**src/rtl/hazard_stall_ctrl.sv**
```systemverilog
// hazard_stall_ctrl: ID-stage pipeline interlock controller.
// Detects RAW hazards that operand forwarding cannot resolve and stalls ID
// (freeze IF/ID, bubble into EXE). Freezes the whole pipeline while data
// memory is busy. Tracks run/stall/wait state and a sticky stall watchdog.
// Optional build macro: PERF_CNT_EN enables the stall/wait performance
// counters. Without it, stall_cnt and wait_cnt read as zero.
module hazard_stall_ctrl #(
  parameter int CNT_W   = 16,
  parameter int TIMEOUT = 15,
  parameter int TO_W    = 8
) (
  input  logic             clk,
  input  logic             rst,
  input  logic             forward_en,
  input  logic             id_valid,
  input  logic [3:0]       src1,
  input  logic [3:0]       src2,
  input  logic             two_src,
  input  logic [3:0]       exe_dest,
  input  logic             exe_wb_en,
  input  logic             exe_mem_r_en,
  input  logic [3:0]       mem_dest,
  input  logic             mem_wb_en,
  input  logic             mem_busy,
  output logic             freeze_if,
  output logic             freeze_id,
  output logic             bubble_exe,
  output logic             freeze_all,
  output logic [1:0]       state,
  output logic             timeout_err,
  output logic [CNT_W-1:0] stall_cnt,
  output logic [CNT_W-1:0] wait_cnt
);

  localparam logic [1:0] RUN   = 2'b00;
  localparam logic [1:0] STALL = 2'b01;
  localparam logic [1:0] WAIT  = 2'b10;

  localparam logic [TO_W-1:0] TO_MAX = TO_W'(TIMEOUT);

  logic            m_exe;
  logic            m_mem;
  logic            hazard;
  logic            stall_now;
  logic [1:0]      cur_state;
  logic [1:0]      next_state;
  logic [TO_W-1:0] to_cnt;
  logic [TO_W-1:0] to_cnt_next;

  // Source/destination match terms and hazard decision for the ID instruction.
  always_comb begin
    m_exe  = exe_wb_en && ((exe_dest == src1) || (two_src && (exe_dest == src2)));
    m_mem  = mem_wb_en && ((mem_dest == src1) || (two_src && (mem_dest == src2)));
    if (forward_en) begin
      // With forwarding only a load in EXE cannot supply its result in time.
      hazard = id_valid && m_exe && exe_mem_r_en;
    end else begin
      hazard = id_valid && (m_exe || m_mem);
    end
  end

  // Same-cycle control outputs; memory freeze dominates, and reset forces all low.
  always_comb begin
    if (!rst) begin
      freeze_all = 1'b0;
      stall_now  = 1'b0;
    end else begin
      freeze_all = mem_busy;
      stall_now  = hazard && !mem_busy;
    end
    freeze_if  = stall_now;
    freeze_id  = stall_now;
    bubble_exe = stall_now;
  end

  // Next-state priority: memory wait, then hazard stall, else run.
  always_comb begin
    if (mem_busy) begin
      next_state = WAIT;
    end else if (hazard) begin
      next_state = STALL;
    end else begin
      next_state = RUN;
    end
  end

  // Watchdog count for the coming edge: clears on RUN, saturates at TIMEOUT.
  always_comb begin
    case (next_state)
      STALL, WAIT: begin
        if (to_cnt >= TO_MAX) begin
          to_cnt_next = TO_MAX;
        end else begin
          to_cnt_next = to_cnt + {{(TO_W-1){1'b0}}, 1'b1};
        end
      end
      default: to_cnt_next = {TO_W{1'b0}};
    endcase
  end

  // State register, watchdog counter and sticky timeout flag.
  always_ff @(posedge clk) begin
    if (!rst) begin
      cur_state   <= RUN;
      to_cnt      <= {TO_W{1'b0}};
      timeout_err <= 1'b0;
    end else begin
      cur_state   <= next_state;
      to_cnt      <= to_cnt_next;
      timeout_err <= timeout_err || (to_cnt_next == TO_MAX);
    end
  end

  assign state = cur_state;

`ifdef PERF_CNT_EN
  logic [CNT_W-1:0] stall_acc;
  logic [CNT_W-1:0] wait_acc;

  // Saturating counts of bubble cycles and memory-freeze cycles.
  always_ff @(posedge clk) begin
    if (!rst) begin
      stall_acc <= {CNT_W{1'b0}};
      wait_acc  <= {CNT_W{1'b0}};
    end else begin
      if (bubble_exe && (stall_acc != {CNT_W{1'b1}})) begin
        stall_acc <= stall_acc + {{(CNT_W-1){1'b0}}, 1'b1};
      end else begin
        stall_acc <= stall_acc;
      end
      if (freeze_all && (wait_acc != {CNT_W{1'b1}})) begin
        wait_acc <= wait_acc + {{(CNT_W-1){1'b0}}, 1'b1};
      end else begin
        wait_acc <= wait_acc;
      end
    end
  end

  assign stall_cnt = stall_acc;
  assign wait_cnt  = wait_acc;
`else
  assign stall_cnt = {CNT_W{1'b0}};
  assign wait_cnt  = {CNT_W{1'b0}};
`endif

endmodule
```
**config.mk**
```make
export PLATFORM = sky130hd
export DESIGN_NAME = hazard_stall_ctrl
export DESIGN_NICKNAME = d
export VERILOG_FILES = /design/src/rtl/hazard_stall_ctrl.sv
export SDC_FILE = /design/constraint.sdc
export NUM_CORES = 1
export LEC_CHECK = 0
export CAP_MARGIN = 15
export CORE_ASPECT_RATIO = 1.1
export CORE_MARGIN = 2
export CORE_UTILIZATION = 37
export CTS_CLUSTER_SIZE = 8
export DETAILED_ROUTE_END_ITERATION = 6
export GPL_TIMING_DRIVEN = 0
export PLACE_DENSITY = 0.86
export RECOVER_POWER = 25
export SLEW_MARGIN = 20
export SYNTH_ARGS = -nofsm -noshare
export SYNTH_HDL_FRONTEND = slang
export SYNTH_SLANG_ARGS = --single-unit
```
**constraint.sdc**
```tcl
create_clock -name clk -period 4.18 [get_ports clk]
set_input_delay 0.627 -clock clk [delete_from_list [all_inputs] [get_ports clk]]
set_output_delay 0.627 -clock clk [all_outputs]
set_load 0.005 [all_outputs]
```
**Word-level counts from Yosys, hierarchy flattened**

Cells that the tools add are included.

- Register bits: 11
- Bits in latches: 0
- Memory bits (writable): 0
- Memory bits (read-only): 0
- Output and inout port bits: 39
- Memories: 0

- Add/sub/neg operators: 1
- $mul: 0
- Divide/modulo/power cells: 0
- Magnitude comparators: 1
- Eq/ne operators: 7
- Shifts and indexed selects: 0
- Multiplexer cells: 7
- Bitwise gates (word level): 0
- Reductions and logical operators: 14

Operators with widths:

| cell | number |
|---|---|
| $eq A4 B4 Y1 | 4 |
| $mux W8 | 2 |
| $add A8 B1 Y8 const B | 1 |
| $eq A8 B4 Y1 const B | 1 |
| $ge A8 B4 Y1 const B | 1 |
| $logic_and A1 B1 Y1 | 8 |
| $logic_or A1 B1 Y1 | 4 |
| $mux W1 | 4 |
| $eq A2 B1 Y1 const B | 1 |
| $eq A2 B2 Y1 const B | 1 |
| $mux W2 | 1 |
| $reduce_or A2 Y1 | 1 |
| $logic_not A1 Y1 | 1 |

**Logic depth before layout (Yosys ltp)**

- Depth in word-level cells: 14
- Mapped depth: 6
- Depth with buffers taken out: 6

**Worst setup path before layout**

No wires, ideal clock.

- Kind: input to output
- Start: input port src2[1]
- End: output port freeze_id
- Arrival time: 1.839 ns
- Path slack: 1.714 ns
- Stages: 5
- Path buffers: 1
- Cells stage by stage: xor2_1 o41ai_2 a22oi_1 nor3_1 buf_4

- Cells in the longest elaborated chain, start to end: 9

Ends and longest elaborated chain:

| element | RTL line | RTL |
|---|---|---|
| start, declared | 17 | `input logic [3:0] src2,` |
| $eq A4 B4 Y1 (on tied branches) | 52, 53 |  |
| $logic_and A1 B1 Y1 (on tied branches) | 52, 53 |  |
| $logic_or A1 B1 Y1 (on tied branches) | 52, 53 |  |
| $logic_and A1 B1 Y1 (on tied branches) | 52, 53 |  |
| $logic_or A1 B1 Y1 or $logic_and A1 B1 Y1 (tied branches) | 58, 56 |  |
| $logic_and A1 B1 Y1 (on tied branches) | 58, 56 |  |
| $mux W1 (*) | 54 | `if (forward_en) begin` |
| $logic_and A1 B1 Y1 (*) | 69 | `stall_now = hazard && !mem_busy;` |
| $mux W1 (*) | 64 | `if (!rst) begin` |
| end, declared | 26 | `output logic freeze_id,` |

Mark *: on every way between the ends. The rest lies on a longest branch, timed or not.

**Final worst setup path**

Ends and elaborated chain as after synthesis.

==> run metrics <==
cts repair resizes=0; fraction of layout cells with a size suffix above 1=23.0%; pre-CTS setup slack=0.634 ns; DRC Markers=0; cell area power density=203 nW/um^2; FF+latch count, synth=11; fill cell count=199; sequential fraction of the synthesis area=25.1%; Post-Place Cell Area=1360 sq um; # hold bufs at CTS=0; FP Rows=18; WL per Instance=9.32 um; Final WS setup=0.571 ns; hpwl dp=1680 um; Post-CTS Setup Bufs=0; Detailed Route Iter0 Violations=6; Syn-to-layout area delta=57.6%; static leakage=0.690 nW; clk slew on worst S/H paths=0.06 ns; CP Capture Type=primary output; Clock Tree Buf Depth=2; vias in the first global route=758; worst path required time=3.55 ns; Skew-Pair Late Insertion Delay=0.26 ns; hold path start=to_cnt[0]; I/O Buffers=31; reg2reg start=to_cnt[0]; Vias=790; Min-Delay Path Depth=1; cell taking the most area after synthesis=buf_4; Placer Congestion=0.711; Placed Instances=200; Fin. Hold Viols=0; CTS tree=built; WHS=0.514 ns; pin count of the biggest net entering global routing=7; die area=2780 sq um; R2R Path End=timeout_err; Die X=50.5 um; Core Box Area=2250 sq um; NumNets Final=201; worst hold path type=flop to flop; Num CTS Buffers=3; Startpoint Class=input pin; Total Routed Length=1900 um; ant diodes=0; dominant cells by area after synthesis=buf_4, dfxtp_1, xnor2_1; achievable frequency=277 MHz; Top Ports=64; largest fanout on the critical path=3; Post-Syn Area=878 sq um; worst reg-to-reg setup slack=2.43 ns; kind of critical path=input pin to primary output; Synthesis Warnings=0; Setup violations, final=0; final setup TNS=0 ns; Post-DRT Antenna Nets=0; clk_skew=0.00219 ns; fin crit period=3.61 ns; Reg area=220 sq um; drt first pass iters=4; unrepaired setup endpoints after global routing=false; status=finished clean; Hold Path End=to_cnt[0]; Max Cap Viol=0; Die Y=55.1 um; H-tree Lvls=1; first-pass GRT wire length=2820 um; area taken by multi-input logic gates=515 sq um; Root Driver=clkbuf_4; non-filler cells, final=204; gr ovfl total=0; Initial Util=39.0%; fin crit share=86.3%; Synth top area share=29.1%; WP data arrival=2.98 ns; Design Area, Final=1380 sq um; initial antenna violation count=0; Max VDD drop=0.187 mV; Cell variety after synth=25; Syn Area/Cell=8.45 sq um; clock sink count=11; GRT Total Usage=13.5%; vias per inst=3.87; max-slew violations=0; post-synthesis cell count=104; path depth of the worst reg2reg path=6
==> critical path, stage by stage <==
cell	delay, ns
clkdlybuf4s50_1	0.45
xor2_1	0.20
o41ai_2	0.44
a22oi_1	0.21
nor3_1	0.38
buf_4	0.18
clkdlybuf4s50_1	0.50
==> through the flow <==
stage	power [mW]	utilization [%]
6_report	0.281	61.4
5_1_grt	0.300	61.4
4_1_cts	0.286	61.4
3_5_place_dp	0.214	60.3
3_3_place_gp	0.211	60.3
2_1_floorplan	0.175	-
==> state kept, by name (all words and copies together), names as in the netlist <==
register / flops
timeout_err: 1
to_cnt: 8
state: 2
==> synth_stat cells (all sizes together) <==
cell type	count
ha	1
conb	1
a21oi	2
a21boi	1
a31oi	1
nor3	5
a22oi	1
o21ai	1
maj3	1
or2	1
xnor2	10
o41ai	2
xor2	6
o221ai	1
a211oi	2
nor2	5
inv	5
a221oi	1
or4	1
nand3	1
nand4	2
nor2b	2
nand2	6
buf	34
dfxtp	11
==> cell usage in the layout, fill, tap and decap left out, drive strengths merged, types with 2 or more instances in the layout <==
cell | netlist | routed
nand2 | 6 | 6
nor2 | 5 | 5
o41ai | 2 | 2
a21oi | 2 | 2
buf | 34 | 34
dlygate4sd3 | 0 | 3
a211oi | 2 | 2
nor2b | 2 | 2
nand4 | 2 | 2
nor3 | 5 | 5
xnor2 | 10 | 10
inv | 5 | 5
clkbuf | 0 | 4
xor2 | 6 | 6
dfxtp | 11 | 11
clkdlybuf4s50 | 0 | 28
conb | 1 | 36
==> worst max-delay path by stage <==
stage	startpoint	slack, ns	to
floorplan	src2[1]	1.71	freeze_id
global placement	exe_dest[2]	0.70	freeze_if
detailed placement	src2[1]	0.63	freeze_id
CTS	src2[1]	0.63	freeze_id
global route	exe_dest[2]	0.52	freeze_if
finish	src2[1]	0.57	freeze_id
==> cells by family after synthesis <==
group	Yosys count	share of synthesized area, %
AO/OA/AOI/OAI	12	12.3
adder cells (fa/ha/maj)	2	2.56
flip-flops	11	25.1
buffers and inverters	39	31.2
XOR/XNOR	16	16.0
other	1	0.427
AND/OR/NAND/NOR	23	12.5
==> power breakdown <==
group | total (mW) | internal (mW) | leakage (nW) | switching [mW]
clock | 0.0687 | 0.0369 | 0.0150 | 0.0318
sequential | 0.115 | 0.111 | 0.0917 | 0.00374
combinational | 0.0978 | 0.0591 | 0.584 | 0.0387
==> layout make-up <==
cell class | count | share of cell area, %
well taps | 30 | 2.71
clock buffers | 4 | 1.90
repair buffers | 31 | 22.4
flip-flops and latches | 11 | 15.9
plain buffers | 34 | 18.4
inverters | 5 | 1.36
multi-input cells | 89 | 37.3
==> metal layers <==
metal | track usage (%) | wire [um] | vias to the layer above
li1 | - | - | 414
met1 | 11.2 | 619 | 335
met2 | 31.1 | 1130 | 41
met3 | 1.34 | 152 | 0
met4 | 6.76 | 0 | 0
met5 | 0 | 0 | -
Note: power is estimated with default switching activity, not from simulation.
